--- src/rtl/common_pkg.sv ---
// Shared types and default widths for the CPU bus sequencer slice.
//   CPU_ADDR_WIDTH / DATA_WIDTH : default bus widths, used as parameter defaults.
//   bus_cmd_t                   : one queued bus command {we, addr, data}.
//   seq_state_t                 : bus-cycle FSM states.
//   HOLD_CNT_W                  : width of the post-PHI2-fall hold counter (HOLD_DELAY <= 15).
package common_pkg;

  localparam int unsigned CPU_ADDR_WIDTH = 16;
  localparam int unsigned DATA_WIDTH     = 8;
  localparam int unsigned HOLD_CNT_W     = 4;

  typedef struct packed {
    logic                      we;
    logic [CPU_ADDR_WIDTH-1:0] addr;
    logic [DATA_WIDTH-1:0]     data;
  } bus_cmd_t;

  typedef enum logic [1:0] {
    IDLE,
    HOLD,
    ACTIVE,
    STRETCH
  } seq_state_t;

endpackage

--- src/rtl/sync_fifo.sv ---
// Single-clock FIFO with registered occupancy count.
//   clk_i     : clock
//   rst_i     : asynchronous active-high reset, empties the FIFO
//   push_i    : write wdata_i (ignored when full)
//   pop_i     : discard the head entry (ignored when empty)
//   wdata_i   : write data
//   rdata_o   : head entry, valid while empty_o is low
//   full_o    : DEPTH entries held
//   empty_o   : no entries held
// DEPTH must be a power of two so the pointers wrap naturally.
module sync_fifo #(
  parameter int unsigned WIDTH = 8,
  parameter int unsigned DEPTH = 4
) (
  input  logic             clk_i,
  input  logic             rst_i,
  input  logic             push_i,
  input  logic             pop_i,
  input  logic [WIDTH-1:0] wdata_i,
  output logic [WIDTH-1:0] rdata_o,
  output logic             full_o,
  output logic             empty_o
);

  localparam int unsigned PtrW = (DEPTH > 1) ? $clog2(DEPTH) : 1;

  logic [WIDTH-1:0] mem_q [DEPTH];
  logic [PtrW-1:0]  wptr_q, wptr_d;
  logic [PtrW-1:0]  rptr_q, rptr_d;
  logic [PtrW:0]    count_q, count_d;
  logic             do_push, do_pop;

  assign full_o  = (count_q == (PtrW + 1)'(DEPTH));
  assign empty_o = (count_q == '0);
  assign rdata_o = mem_q[rptr_q];

  assign do_push = push_i & ~full_o;
  assign do_pop  = pop_i & ~empty_o;

  always_comb begin
    wptr_d  = wptr_q;
    rptr_d  = rptr_q;
    count_d = count_q;
    if (do_push) wptr_d = wptr_q + PtrW'(1);
    if (do_pop)  rptr_d = rptr_q + PtrW'(1);
    case ({do_push, do_pop})
      2'b10:   count_d = count_q + (PtrW + 1)'(1);
      2'b01:   count_d = count_q - (PtrW + 1)'(1);
      default: count_d = count_q;
    endcase
  end

  always_ff @(posedge clk_i or posedge rst_i) begin
    if (rst_i) begin
      wptr_q  <= '0;
      rptr_q  <= '0;
      count_q <= '0;
    end else begin
      wptr_q  <= wptr_d;
      rptr_q  <= rptr_d;
      count_q <= count_d;
    end
  end

  // Storage needs no reset: entries are only visible through the pointers.
  always_ff @(posedge clk_i) begin
    if (do_push) mem_q[wptr_q] <= wdata_i;
  end

endmodule

--- src/rtl/cpu_bus_sequencer.sv ---
// Queue-fed 6502/65C02-style bus master. Commands (read/write) are buffered in a
// FIFO and issued one per PHI2 period; bus outputs update HOLD_DELAY system
// clocks after the PHI2 falling edge is detected, read data is sampled at the
// PHI2 rising edge and returned through a valid/ready response port.
//
// Ports:
//   sys_clock_i  : FPGA system clock (only clock)
//   reset_i      : asynchronous active-high reset
//   cpu_clock_i  : PHI2, synchronous to sys_clock_i
//   cmd_*        : command push port (valid/ready), we=1 write, we=0 read
//   rsp_*        : read response port (valid/ready)
//   addr_o/data_o/we_n_o : bus outputs, we_n_o active low
//   data_i       : bus read data
//   ready_i      : RDY wait-state input, active high
//   busy_o       : commands queued or a command bus cycle in flight
//
// Build option: define CPU_BUS_SEQ_RDY_EN to honour ready_i (read cycles
// stretch while RDY is low). Without it ready_i is ignored.
module cpu_bus_sequencer #(
  parameter int unsigned ADDR_WIDTH = common_pkg::CPU_ADDR_WIDTH,
  parameter int unsigned DATA_WIDTH = common_pkg::DATA_WIDTH,
  parameter int unsigned CMD_DEPTH  = 4,
  parameter int unsigned HOLD_DELAY = 1
) (
  input  logic                  sys_clock_i,
  input  logic                  reset_i,
  input  logic                  cpu_clock_i,
  input  logic                  cmd_valid_i,
  output logic                  cmd_ready_o,
  input  logic                  cmd_we_i,
  input  logic [ADDR_WIDTH-1:0] cmd_addr_i,
  input  logic [DATA_WIDTH-1:0] cmd_data_i,
  output logic                  rsp_valid_o,
  input  logic                  rsp_ready_i,
  output logic [DATA_WIDTH-1:0] rsp_data_o,
  output logic [ADDR_WIDTH-1:0] addr_o,
  output logic [DATA_WIDTH-1:0] data_o,
  output logic                  we_n_o,
  input  logic [DATA_WIDTH-1:0] data_i,
  input  logic                  ready_i,
  output logic                  busy_o
);

  import common_pkg::*;

  localparam int unsigned CmdW = 1 + ADDR_WIDTH + DATA_WIDTH;
  localparam logic [HOLD_CNT_W-1:0] HoldLoad = HOLD_CNT_W'(HOLD_DELAY - 1);

  // PHI2 edge detection
  logic clk_q;
  logic ne, pe;

  assign ne = clk_q & ~cpu_clock_i;
  assign pe = ~clk_q & cpu_clock_i;

  // Command FIFO
  logic            fifo_push, fifo_pop, fifo_full, fifo_empty;
  logic [CmdW-1:0] fifo_rdata, cmd_word;
  logic            push_req;

  assign cmd_word    = {cmd_we_i, cmd_addr_i, cmd_data_i};
  assign push_req    = cmd_valid_i & ~fifo_full;
  assign cmd_ready_o = ~fifo_full;

  sync_fifo #(
    .WIDTH (CmdW),
    .DEPTH (CMD_DEPTH)
  ) u_cmd_fifo (
    .clk_i   (sys_clock_i),
    .rst_i   (reset_i),
    .push_i  (fifo_push),
    .pop_i   (fifo_pop),
    .wdata_i (cmd_word),
    .rdata_o (fifo_rdata),
    .full_o  (fifo_full),
    .empty_o (fifo_empty)
  );

  // State
  seq_state_t            state_q, state_d;
  logic [HOLD_CNT_W-1:0] cnt_q, cnt_d;
  logic [CmdW-1:0]       lat_q, lat_d;
  logic                  lat_idle_q, lat_idle_d;
  logic [ADDR_WIDTH-1:0] addr_q, addr_d;
  logic [DATA_WIDTH-1:0] data_q, data_d;
  logic                  we_n_q, we_n_d;
  logic                  cap_q, cap_d;
  logic [DATA_WIDTH-1:0] cap_data_q, cap_data_d;
  logic                  rsp_valid_q, rsp_valid_d;
  logic [DATA_WIDTH-1:0] rsp_data_q, rsp_data_d;

  logic                  lat_we;
  logic [ADDR_WIDTH-1:0] lat_addr;
  logic [DATA_WIDTH-1:0] lat_data;

  assign lat_we   = lat_q[CmdW-1];
  assign lat_addr = lat_q[CmdW-2 -: ADDR_WIDTH];
  assign lat_data = lat_q[DATA_WIDTH-1:0];

  // Launch decision. An empty FIFO lets a command arriving on the ne edge
  // launch directly instead of waiting a whole PHI2 period.
  logic [CmdW-1:0] head_word;
  logic            head_avail, head_we, rsp_block, launch;

  assign head_word  = fifo_empty ? cmd_word : fifo_rdata;
  assign head_avail = ~fifo_empty | push_req;
  assign head_we    = head_word[CmdW-1];
  // cap_q covers the edge between read capture and rsp_valid_o rising.
  assign rsp_block  = rsp_valid_q | cap_q;
  assign launch     = (state_q == IDLE) & ne & head_avail & (head_we | ~rsp_block);
  assign fifo_pop   = launch & ~fifo_empty;
  assign fifo_push  = push_req & ~(launch & fifo_empty);

  // Only real read cycles can be stretched; writes and idle cycles never wait.
  logic stretch_req;
`ifdef CPU_BUS_SEQ_RDY_EN
  assign stretch_req = ~ready_i & ~lat_idle_q & ~lat_we;
`else
  logic unused_ready;
  assign unused_ready = ready_i;
  assign stretch_req  = 1'b0;
`endif

  always_comb begin
    state_d     = state_q;
    cnt_d       = cnt_q;
    lat_d       = lat_q;
    lat_idle_d  = lat_idle_q;
    addr_d      = addr_q;
    data_d      = data_q;
    we_n_d      = we_n_q;
    cap_d       = 1'b0;
    cap_data_d  = cap_data_q;
    rsp_valid_d = rsp_valid_q & ~rsp_ready_i;
    rsp_data_d  = rsp_data_q;

    // Captured read data surfaces one edge after the completing pe.
    if (cap_q) begin
      rsp_valid_d = 1'b1;
      rsp_data_d  = cap_data_q;
    end

    case (state_q)
      IDLE: begin
        if (ne) begin
          cnt_d      = HoldLoad;
          lat_idle_d = ~launch;
          if (launch) lat_d = head_word;
          state_d    = HOLD;
        end
      end
      HOLD: begin
        if (cnt_q == '0) begin
          if (lat_idle_q) begin
            we_n_d = 1'b1;
          end else begin
            addr_d = lat_addr;
            data_d = lat_data;
            we_n_d = ~lat_we;
          end
          state_d = ACTIVE;
        end else begin
          cnt_d = cnt_q - HOLD_CNT_W'(1);
        end
      end
      ACTIVE, STRETCH: begin
        if (pe) begin
          if (stretch_req) begin
            state_d = STRETCH;
          end else begin
            state_d = IDLE;
            if (!lat_idle_q && !lat_we) begin
              cap_d      = 1'b1;
              cap_data_d = data_i;
            end
          end
        end
      end
      default: state_d = IDLE;
    endcase
  end

  always_ff @(posedge sys_clock_i or posedge reset_i) begin
    if (reset_i) begin
      clk_q       <= 1'b0;
      state_q     <= IDLE;
      cnt_q       <= '0;
      lat_q       <= '0;
      lat_idle_q  <= 1'b1;
      addr_q      <= '0;
      data_q      <= '0;
      we_n_q      <= 1'b1;
      cap_q       <= 1'b0;
      cap_data_q  <= '0;
      rsp_valid_q <= 1'b0;
      rsp_data_q  <= '0;
    end else begin
      clk_q       <= cpu_clock_i;
      state_q     <= state_d;
      cnt_q       <= cnt_d;
      lat_q       <= lat_d;
      lat_idle_q  <= lat_idle_d;
      addr_q      <= addr_d;
      data_q      <= data_d;
      we_n_q      <= we_n_d;
      cap_q       <= cap_d;
      cap_data_q  <= cap_data_d;
      rsp_valid_q <= rsp_valid_d;
      rsp_data_q  <= rsp_data_d;
    end
  end

  assign addr_o      = addr_q;
  assign data_o      = data_q;
  assign we_n_o      = we_n_q;
  assign rsp_valid_o = rsp_valid_q;
  assign rsp_data_o  = rsp_data_q;
  assign busy_o      = ~fifo_empty | ((state_q != IDLE) & ~lat_idle_q);

endmodule
--- config.mk ---
export PLATFORM = sky130hd
export DESIGN_NAME = cpu_bus_sequencer
export DESIGN_NICKNAME = d
export VERILOG_FILES = /design/src/rtl/common_pkg.sv /design/src/rtl/sync_fifo.sv /design/src/rtl/cpu_bus_sequencer.sv
export SDC_FILE = /design/constraint.sdc
export NUM_CORES = 1
export LEC_CHECK = 0
export ABC_CLOCK_PERIOD_IN_PS = 2750
export BUFFER_PORTS_ARGS = -buffer_cell sky130_fd_sc_hd__clkbuf_2
export CORE_MARGIN = 4
export CORE_UTILIZATION = 40
export CTS_CLUSTER_SIZE = 16
export DETAILED_ROUTE_END_ITERATION = 7
export PLACE_DENSITY = 0.64
export RECOVER_POWER = 25
export SLEW_MARGIN = 5
export SYNTH_ARGS = -nofsm -noshare
export SYNTH_HDL_FRONTEND = slang
export SYNTH_HIERARCHICAL = 1
export SYNTH_SLANG_ARGS = --single-unit
--- constraint.sdc ---
create_clock -name sys_clock_i -period 2.75 [get_ports sys_clock_i]
set_input_delay 0.275 -clock sys_clock_i [delete_from_list [all_inputs] [get_ports sys_clock_i]]
set_output_delay 0.275 -clock sys_clock_i [all_outputs]
set_load 0.01 [all_outputs]
# Yosys cells after proc, flatten, opt, wreduce, memory -nomap -nowiden
# Memories as Yosys holds them, arrays and structs flattened.
# Index checks and enable logic that the tools add are counted.
# op_classes
n_div	0
shifts	0
n_mux	16
n_addsub	5
multipliers	0
order_cmp	0
reduce_logical	17
bitwise	27
n_eq_ne	10
# op_table
operator	n
2-to-1 mux 25 bit	1
AND reduction 3 bit	5
AND 1 bit	13
inverter 1 bit	10
2-to-1 mux 4 bit	2
inequality test 2 bit (second input constant)	4
case mux 4 bit (2 select lines)	1
2-to-1 mux 1 bit	7
equality test 2 bit (second input constant)	3
2-to-1 mux 2 bit	3
case mux 2 bit (3 select lines)	1
case mux 3 bit (2 select lines)	1
nonzero test 2 bit	3
adder 2 x 1 -> 2 bit (second input constant)	2
equality test 2 x 1 -> 1 bit (second input constant)	2
zero test 4 bit	1
bitwise OR 1 bit	4
AND reduction 2 bit	2
subtractor 4 x 1 -> 4 bit (second input constant)	1
adder 3 x 1 -> 3 bit (second input constant)	1
equality test 3 bit (second input constant)	1
zero test 3 bit	1
subtractor 3 x 1 -> 3 bit (second input constant)	1
zero test 1 bit	2
other kinds (3)	3
# totals
inputBits	39
mem_bits_rw	100
n_memories	1
ff_bits	83
latch_bits	0
romBits	0
# memory_table
name	words	word_bits	read_ports	rd_clocked_by_memory_dff	wr	line_no	text
u_cmd_fifo.mem_q	4	25	1	0	1	sync_fifo.sv:27	logic [WIDTH-1:0] mem_q [DEPTH];

# Depth between registers and ports, before layout
# Gate-level depths: netlist of run 1.
# depth
depth_word	12
mapped_depth	13

# Modules after synthesis
# Netlist of run 1, hierarchy kept.
# modules_own_cells
mod	n_inst	cells_per_inst	area_per_inst_um2
sync_fifo	1	169	4083.9
cpu_bus_sequencer	1	226	3324.4

# Worst setup path before layout of run 1
# Ideal clock, no wire load.
# synth_path
path_kind	reg-to-reg
startpoint	register u_cmd_fifo.count_q[0]
endpoint	register u_cmd_fifo.count_q[2]
stages_incl_launch_ff	13
arrival_ns	2.798
synth_period_minus_slack_ns	2.877
setup_slack_ns	-0.127
setup_ns	0.079
cell_sequence	dfrtp_1 > nor3_1 > clkbuf_1 > clkbuf_1 > a21oi_1 > nor2b_2 > inv_1 > ha_1 > inv_1 > fa_1 > xor2_1 > nor2_1 > xor2_1
# synth_via
elab_cells_between_ends	22
classes_between	add/sub: 2; eq/ne: 3; mux: 2; bitwise: 13; reduce/logical: 2
# synth_lines
element	line_no	text
start, declared	sync_fifo.sv:30	logic [PtrW:0] count_q, count_d;
start signal, assigned	sync_fifo.sv:61	count_q <= count_d;
zero test 3 bit *	sync_fifo.sv:34	assign empty_o = (count_q == '0);
net fifo_empty	cpu_bus_sequencer.sv:57	logic fifo_push, fifo_pop, fifo_full, fifo_empty;
inverter 1 bit	cpu_bus_sequencer.sv:106	assign head_avail = ~fifo_empty | push_req;
bitwise OR 1 bit	cpu_bus_sequencer.sv:106	
AND 1 bit (2 in a row)	cpu_bus_sequencer.sv:110	assign launch = (state_q == IDLE) & ne & head_avail & (head_we | ~rsp_block);
AND 1 bit *	cpu_bus_sequencer.sv:112	assign fifo_push = push_req & ~(launch & fifo_empty);
inverter 1 bit *	cpu_bus_sequencer.sv:112	
AND 1 bit *	cpu_bus_sequencer.sv:112	
net fifo_push	cpu_bus_sequencer.sv:57	
AND 1 bit *	sync_fifo.sv:37	assign do_push = push_i & ~full_o;
equality test 2 x 1 -> 1 bit / equality test 2 bit (equally long branches)	sync_fifo.sv:46	case ({do_push, do_pop})
case mux 3 bit (2 select lines) / nonzero test 2 bit (equally long branches)	n/a	
# The timed path passes the listed nets; every way through them passes the cells marked *.
# A chain may end at the register's enable or synchronous reset.

# Worst setup path after layout of run 1
# layout_path
startpoint	input cpu_clock_i
endpoint	register u_cmd_fifo.count_q[2]
# layout_via
elab_cells_between_ends	15
classes_between	eq/ne: 2; mux: 1; bitwise: 11; reduce/logical: 1
# layout_lines
element	line_no	text
start, declared	cpu_bus_sequencer.sv:27	input logic cpu_clock_i,
inverter 1 bit *	cpu_bus_sequencer.sv:53	assign ne = clk_q & ~cpu_clock_i;
AND 1 bit *	cpu_bus_sequencer.sv:53	
AND 1 bit * (3 in a row)	cpu_bus_sequencer.sv:110	
AND 1 bit *	cpu_bus_sequencer.sv:111	assign fifo_pop = launch & ~fifo_empty;
net fifo_pop	cpu_bus_sequencer.sv:57	
AND 1 bit *	sync_fifo.sv:38	assign do_pop = pop_i & ~empty_o;
net u_cmd_fifo.do_pop	sync_fifo.sv:31	logic do_push, do_pop;
equality test 2 x 1 -> 1 bit / equality test 2 bit (equally long branches)	sync_fifo.sv:46	
case mux 3 bit (2 select lines) / nonzero test 2 bit (equally long branches)	n/a	
# Marks and branches as above.

==> results.sh, run 1 <==
export IMPL_grt_pass1_wl_um=21620
export IMPL_yosys_area_top_type="edfxtp_1"
export IMPL_cts_buffer_depth=2
export IMPL_hp_class="in2reg"
export IMPL_r2r_slack_ps=200
export IMPL_die_y_um=144.1
export IMPL_grt_max_degree=49
export IMPL_drc_errors=0
export IMPL_initialDrtViolationCount=207
export IMPL_power_density_mw_per_mm2=1095
export IMPL_max_slew_worst_pin_slew_ps=908.2
export IMPL_gr_usage_all_layers=0.1388
export IMPL_synthArstFlopShare=0.4536
export IMPL_dp_hpwl_um=8886
export IMPL_globalRoute_totalOverflow=0
export IMPL_finalCritPeriodShare=0.9473
export IMPL_yosysSeqAreaShare=0.6860
export IMPL_rr_worst_depth=10
export IMPL_synth_top_area_frac=0.4053
export IMPL_skew_ps=8.596
export IMPL_first_pass_iters=4
export IMPL_initial_core_util=0.4096
export IMPL_rows=49
export IMPL_slew_viol_final=0
export IMPL_clk_root_buffer_cell="clkbuf_16"
export IMPL_worstSetupStartpointType="primary input"
export IMPL_final_nets=544
export IMPL_syn_area_mm2=0.007408
export IMPL_maxCapViolations=0
export IMPL_cts_tree="built"
export IMPL_synthesis_nets=441
export IMPL_final_min_clock_period_ps=2605
export IMPL_worstHoldStart="data_i[6]"
export IMPL_antenna_found_initial=0
export IMPL_synth_seq_cells=183
export IMPL_clk_pin_slew_ps=60
export IMPL_worstSkewPairLatency_ps=420
export IMPL_nFillCells=1504
export IMPL_cts_htree_levels=4
export IMPL_synth_ff_type="edfxtp_1"
export IMPL_outcome="completed"
export IMPL_wl_um=13570
export IMPL_wl_per_cell_um=18.34
export IMPL_cp_end_kind="register"
export IMPL_fmax_mhz=383.9
export IMPL_syn_area_per_cell_um2=18.76
export IMPL_hold_viol=0
export IMPL_cts_sinks=183
export IMPL_synth_edf_count=100
export IMPL_max_slew_margin_rel=0.3938
export IMPL_required_ps=3100
export IMPL_place_congestion=0.7759
export IMPL_via_per_inst=5.023
export IMPL_hold_path_end="cap_data_q[6]"
export IMPL_grt_pass1_vias=4005
export IMPL_synth_area_leaders="edfxtp_1, dfrtp_1, mux2_2"
export IMPL_dpl_instance_area_mm2=0.008143
export IMPL_coreArea_mm2=0.01809
export IMPL_crit_arrival_ps=2950
export IMPL_path_class="in2reg"
export IMPL_reg2reg_from="state_q[1]"
export IMPL_layout_drive_gt1_share=0.4423
export IMPL_antenna_cells=0
export IMPL_dieWidth_um=144.1
export IMPL_p_leak_uw=0.003423
export IMPL_path_max_fanout=4
export IMPL_worstHoldPathCells=2
export IMPL_area_growth_pct=17.78
export IMPL_vias=3717
export IMPL_rsz0062_at_grt="no"
export IMPL_ys_warnings_count=6
export IMPL_finalSetupViolations=0
export IMPL_numCtsBuffers=17
export IMPL_synth_distinct_cells=44
export IMPL_drtAntennaViolNets=0
export IMPL_post_route_util=0.4825
export IMPL_synth_cells=395
export IMPL_ir_drop_v=0.0005022
export IMPL_synth_common_cells="edfxtp_1, mux2_2, dfrtp_1"
export IMPL_die_area_mm2=0.02076
export IMPL_synth_most_common_cell="edfxtp_1"
export IMPL_reg2reg_to="u_cmd_fifo/count_q[2]"
export IMPL_top_level_ports=75
export IMPL_numPortBuffers=73
export IMPL_finalInstanceArea_mm2=0.008726
-- how the worst max path moves through the flow --
stage          slack, ps                    end  depth (start not counted)            startpoint
3_5_place_dp          20  u_cmd_fifo/count_q[2]                         10            state_q[1]
2_1_floorplan        -10  u_cmd_fifo/count_q[2]                         13  u_cmd_fifo/rptr_q[0]
5_1_grt               40  u_cmd_fifo/count_q[2]                         11           cpu_clock_i
3_3_place_gp         120  u_cmd_fifo/count_q[2]                         10            state_q[1]
4_1_cts               10  u_cmd_fifo/count_q[2]                         12           cpu_clock_i
6_report             140  u_cmd_fifo/count_q[2]                         11           cpu_clock_i
-- report_power, final --
| group | switching (uW) | total [uW] | internal [uW] |
|---|---|---|---|
| Combinational | 1400 | 3030 | 1620 |
| Clock | 968 | 2320 | 1350 |
| Sequential | 385 | 4210 | 3830 |
-- layout make-up --
class	instances	area (um^2)	share of cell area
clock inverter	7	71.32	0.008173
sequential	183	5084	0.5826
tap	229	286.5	0.03284
timing repair buffer	100	569.3	0.06524
clock buffer	25	496.7	0.05693
inverter	16	61.31	0.007026
multi-input combinational	180	2157	0.2472
-- registers in the layout (all words and copies together) (netlist names), 3 cells and up --
| name | count |
|---|---|
| u_cmd_fifo/mem_q | 100 |
| lat_q | 25 |
| addr_o | 16 |
| cap_data_q | 8 |
| data_o | 8 |
| rsp_data_o | 8 |
| cnt_q | 4 |
| u_cmd_fifo/count_q | 3 |
-- cells in the final DEF, fill, tap and decap left out, types with 3 or more instances in the layout --
| cell type | synthesis | final |
|---|---|---|
| mux4_1 | 7 | 7 |
| buf_4 | 2 | 24 |
| clkbuf_2 | 1 | 47 |
| clkbuf_1 | 5 | 30 |
| and2_2 | 0 | 4 |
| inv_1 | 16 | 15 |
| nor2b_1 | 3 | 3 |
| o2bb2ai_1 | 3 | 3 |
| clkbuf_16 | 0 | 18 |
| ha_1 | 6 | 5 |
| xor2_1 | 3 | 3 |
| nor2_1 | 5 | 5 |
| mux2_2 | 88 | 88 |
| xnor2_1 | 3 | 3 |
| o21ai_0 | 6 | 6 |
| edfxtp_1 | 100 | 100 |
| clkinv_2 | 0 | 3 |
| mux4_2 | 18 | 18 |
| mux2i_1 | 5 | 5 |
| dfrtp_1 | 81 | 80 |
-- cells by family after synthesis --
| kind of cell | Yosys count | synth area share |
|---|---|---|
| flops | 183 | 0.6860 |
| fa+ha+maj | 7 | 0.01284 |
| xor+xnor | 6 | 0.007095 |
| buf+inv | 32 | 0.02533 |
| simple gates | 28 | 0.02601 |
| mux | 120 | 0.2231 |
| compound gates | 19 | 0.01959 |
-- per-stage QoR --
stage / total power (uW) / hold slack, ps / std cells / setup TNS [ps] / setup WS (ps)
after floorplan: 6406 / 78.40 / 395 / -11.29 / -11.29
after global placement: 7217 / 229.1 / 704 / 0 / 115.5
after detailed placement: 7348 / 246.7 / 704 / 0 / 24.42
after CTS: 9703 / 60.20 / 739 / 0 / 14.52
after global routing: 10150 / 71.31 / 740 / 0 / 37.91
final: 9557 / 83.45 / 740 / 0 / 145.0
-- per-layer routing --
metal / part of all wire / up-vias / routed length, um / GRT usage
met1: 0.45 / 1918 / 6054 / 0.1839
met2: 0.49 / 60 / 6714 / 0.2197
met3: 0.038 / 21 / 512 / 0.03472
met4: 0.021 / 0 / 289 / 0.05847
met5: 0 / - / 0 / 0
li1: - / 1718 / - / -
-- critical path: stages --
cell,delay [ps]
dlygate4sd3_1,590
or4b_4,550
a21oi_2,130
nor2b_1,140
o31a_1,180
ha_2,200
inv_1,60
fa_2,370
xor2_1,150
nor2_1,160
xor2_1,150
-- timing repair --
| action | in CTS | in global routing |
|---|---|---|
| gates cloned | 0 | 0 |
| pin swaps | 0 | 3 |
| endpoints found under the setup margin | 1 | 1 |
| hold buffers | 2 | 0 |
| gates resized for setup | 0 | 3 |
| setup buffers | 1 | 2 |
| hold endpoints to repair | 8 | 0 |
No activity file was read; power rests on OpenSTA's default activity.
==> run 2: changes to the inputs <==
--- a/config.mk
+++ b/config.mk
@@ -5,6 +5,7 @@
 export SDC_FILE = /design/constraint.sdc
 export NUM_CORES = 1
 export LEC_CHECK = 0
+export ABC_AREA = 1
 export ABC_CLOCK_PERIOD_IN_PS = 2750
 export BUFFER_PORTS_ARGS = -buffer_cell sky130_fd_sc_hd__clkbuf_2
 export CORE_MARGIN = 4
@@ -18,3 +19,4 @@
 export SYNTH_HDL_FRONTEND = slang
 export SYNTH_HIERARCHICAL = 1
 export SYNTH_SLANG_ARGS = --single-unit
+export TNS_END_PERCENT = 30
==> run 2 against run 1 <==
Clock power fell by 3%. Wire length rose by 16%. Utilization fell by 1.4 points. Sequential power fell by 2%. Via count rose by 45%. Register-to-register slack improved by 60 ps. Flip-flop and latch count did not move. Die area rose by 7.2%. Hold slack got worse by 50 ps. Area after synthesis rose by 7.6%. Synthesized cell count rose by 99%. Count of clock-buffer cells in the layout fell by 7. Critical path type is now reg2reg. Critical endpoint unchanged.
==> results.sh, run 2 <==
export IMPL_post_cts_buffers=0
export IMPL_vias=5377
export IMPL_ys_warnings_count=6
export IMPL_die_y_um=149.2
export IMPL_final_cells=1143
export IMPL_yosys_area_top_type="edfxtp_1"
export IMPL_grt_pass1_vias=5178
export IMPL_synth_distinct_cells=29
export IMPL_syn_area_per_cell_um2=10.13
export IMPL_synth_xor_area_frac=0.001099
export IMPL_cts_htree_levels=4
export IMPL_antenna_found_initial=1
export IMPL_rsz0062_at_grt="no"
export IMPL_top_level_ports=75
export IMPL_cts_sinks=183
export IMPL_hold_viol=0
export IMPL_ir_drop_v=0.0005982
export IMPL_rows=51
export IMPL_initialDrtViolationCount=375
export IMPL_numPortBuffers=73
export IMPL_largest_reg_flops=100
export IMPL_finalCritPeriodShare=0.9071
export IMPL_reg2reg_from="u_cmd_fifo/count_q[1]"
export IMPL_final_min_clock_period_ps=2495
export IMPL_path_class="reg2reg"
export IMPL_initial_core_util=0.4082
export IMPL_p_leak_uw=0.004314
export IMPL_globalRoute_totalOverflow=0
export IMPL_finalSetupViolations=0
export IMPL_clk_pin_slew_ps=70
export IMPL_synth_top_family_by_area="simple AND/OR/NAND/NOR gates"
export IMPL_area_growth_pct=14.87
export IMPL_post_route_util=0.4689
export IMPL_power_density_mw_per_mm2=1066
export IMPL_fmax_mhz=400.9
export IMPL_max_slew_margin_rel=0.6464
export IMPL_die_area_mm2=0.02225
export IMPL_worstSkewPairLatency_ps=430
export IMPL_synth_compound_area_frac=0.05651
export IMPL_via_per_inst=4.704
export IMPL_synth_ff_type="edfxtp_1"
export IMPL_cts_buffer_depth=2
export IMPL_grt_max_degree=77
export IMPL_cp_end_kind="register"
export IMPL_synth_area_leaders="edfxtp_1, dfrtp_1, nand2_1"
export IMPL_antenna_cells=0
export IMPL_timing_critical_path_to="u_cmd_fifo/count_q[2]"
export IMPL_final_nets=911
export IMPL_yosys_area_share_adder=0.01193
export IMPL_path_max_fanout=5
export IMPL_slew_viol_final=0
export IMPL_outcome="completed"
export IMPL_drc_errors=0
export IMPL_required_ps=3070
export IMPL_coreArea_mm2=0.01953
export IMPL_skew_ps=7.442
export IMPL_cts_tree="built"
export IMPL_whs_ps=32.98
export IMPL_dp_hpwl_um=10590
export IMPL_yosysSeqAreaShare=0.6377
export IMPL_reg2reg_to="u_cmd_fifo/count_q[2]"
export IMPL_synthesis_nets=833
export IMPL_yosys_area_share_simple=0.2166
export IMPL_clk_root_buffer_cell="clkbuf_16"
export IMPL_finalPower_uw=9761
export IMPL_grt_pass1_wl_um=26160
export IMPL_final_cell_mix="nand2_1, edfxtp_1, dfrtp_1, inv_1"
export IMPL_fin_tns_setup_ps=0
export IMPL_drtAntennaViolNets=0
export IMPL_syn_area_mm2=0.007970
export IMPL_maxCapViolations=0
export IMPL_largest_register="u_cmd_fifo/mem_q"
export IMPL_synth_top_area_frac=0.3768
export IMPL_synth_most_common_cell="nand2_1"
export IMPL_synth_common_cells="nand2_1, edfxtp_1, dfrtp_1"
export IMPL_worstSetupStartpointType="register"
export IMPL_rr_worst_depth=16
export IMPL_synth_cells=787
export IMPL_synthArstFlopShare=0.4536
export IMPL_synth_edf_count=100
export IMPL_wl_um=15760
export IMPL_synth_seq_cells=183
export IMPL_wl_per_cell_um=13.79
export IMPL_first_pass_iters=4
export IMPL_place_congestion=0.7738
export IMPL_layout_drive_gt1_share=0.1458
export IMPL_cp_startpoint="u_cmd_fifo/count_q[1]"
export IMPL_dieWidth_um=149.2
export IMPL_max_slew_worst_pin_slew_ps=530.4
export IMPL_nFillCells=1847
export IMPL_muxShareOfSynthArea=0
export IMPL_gr_usage_all_layers=0.1499
export IMPL_r2r_slack_ps=260
export IMPL_crit_arrival_ps=2820
export IMPL_numCtsBuffers=17
export IMPL_dp_cells=1109
export IMPL_final_common_cell="nand2_1"
export IMPL_hp_class="in2reg"
-- run 2: final cells by class --
class / count / area [um^2] / area share
Sequential cell: 183 / 5082 / 0.5551
Multi-Input combinational cell: 481 / 2298 / 0.2511
Timing Repair Buffer: 95 / 566.8 / 0.06191
Clock buffer: 18 / 429.2 / 0.04688
Tap cell: 265 / 331.6 / 0.03622
Inverter: 87 / 326.6 / 0.03567
Clock inverter: 14 / 120.1 / 0.01312
-- run 2: routing by layer --
| layer | global-route usage | vias up | wire length (um) |
|---|---|---|---|
| met1 | 0.1973 | 2503 | 7212 |
| met4 | 0.05812 | 2 | 210 |
| met2 | 0.2399 | 117 | 7457 |
| met3 | 0.03798 | 17 | 857 |
| li1 | - | 2738 | - |
| met5 | 0 | - | 20 |
-- run 2: metrics by stage --
| stage | cell area, um^2 | worst slack, ps |
|---|---|---|
| after floorplan | 7970 | -244.8 |
| after global placement | 8610 | 265.6 |
| after detailed placement | 8610 | 203.1 |
| after CTS | 9179 | 185.7 |
| after global routing | 9155 | 8.219 |
| final | 9155 | 255.4 |
-- run 2: worst min path at each step --
stage / startpoint / to / cells past startpoint
2_1_floorplan: reset_i / u_cmd_fifo/count_q[0] / 1
3_3_place_gp: reset_i / u_cmd_fifo/count_q[1] / 2
3_5_place_dp: reset_i / u_cmd_fifo/count_q[1] / 2
4_1_cts: rsp_ready_i / rsp_valid_o / 2
5_1_grt: rsp_ready_i / rsp_valid_o / 2
6_report: rsp_ready_i / rsp_valid_o / 2
-- run 2: kinds of logic (layout without fill, tap and decap cells) --
family                   count (synthesis)  after routing
adder cells (fa/ha/maj)                  7              7
XOR/XNOR                                 1              1
flip-flops                             183            183
buffers and inverters                  123            214
AO/OA/AOI/OAI                           62             62
AND/OR/NAND/NOR                        411            411
-- run 2: power by group --
part | internal, uW | switching, uW | total, uW
Combinational | 1140 | 2240 | 3390
Sequential | 3760 | 359 | 4120
Clock | 1180 | 1080 | 2260
Total | 6080 | 3680 | 9760
-- run 2: critical path: stages, from the launching register on --
cell and delay [ps]:
dfrtp_1 390, inv_1 120, nand3_2 160, inv_2 120, nand2_1 100, nand3_4 100
nand2_1 100, o21bai_1 140, inv_1 80, nand2_1 90, ha_1 180, inv_1 80
fa_1 440, nand2_1 100, nand3_1 80, nand2_1 60, nand2_1 40
-- run 2: timing repair --
action	CTS	global route
resized for setup	0	3
endpoints found under the hold margin	82	0
hold buffers	2	0
endpoints found under the setup margin	0	2
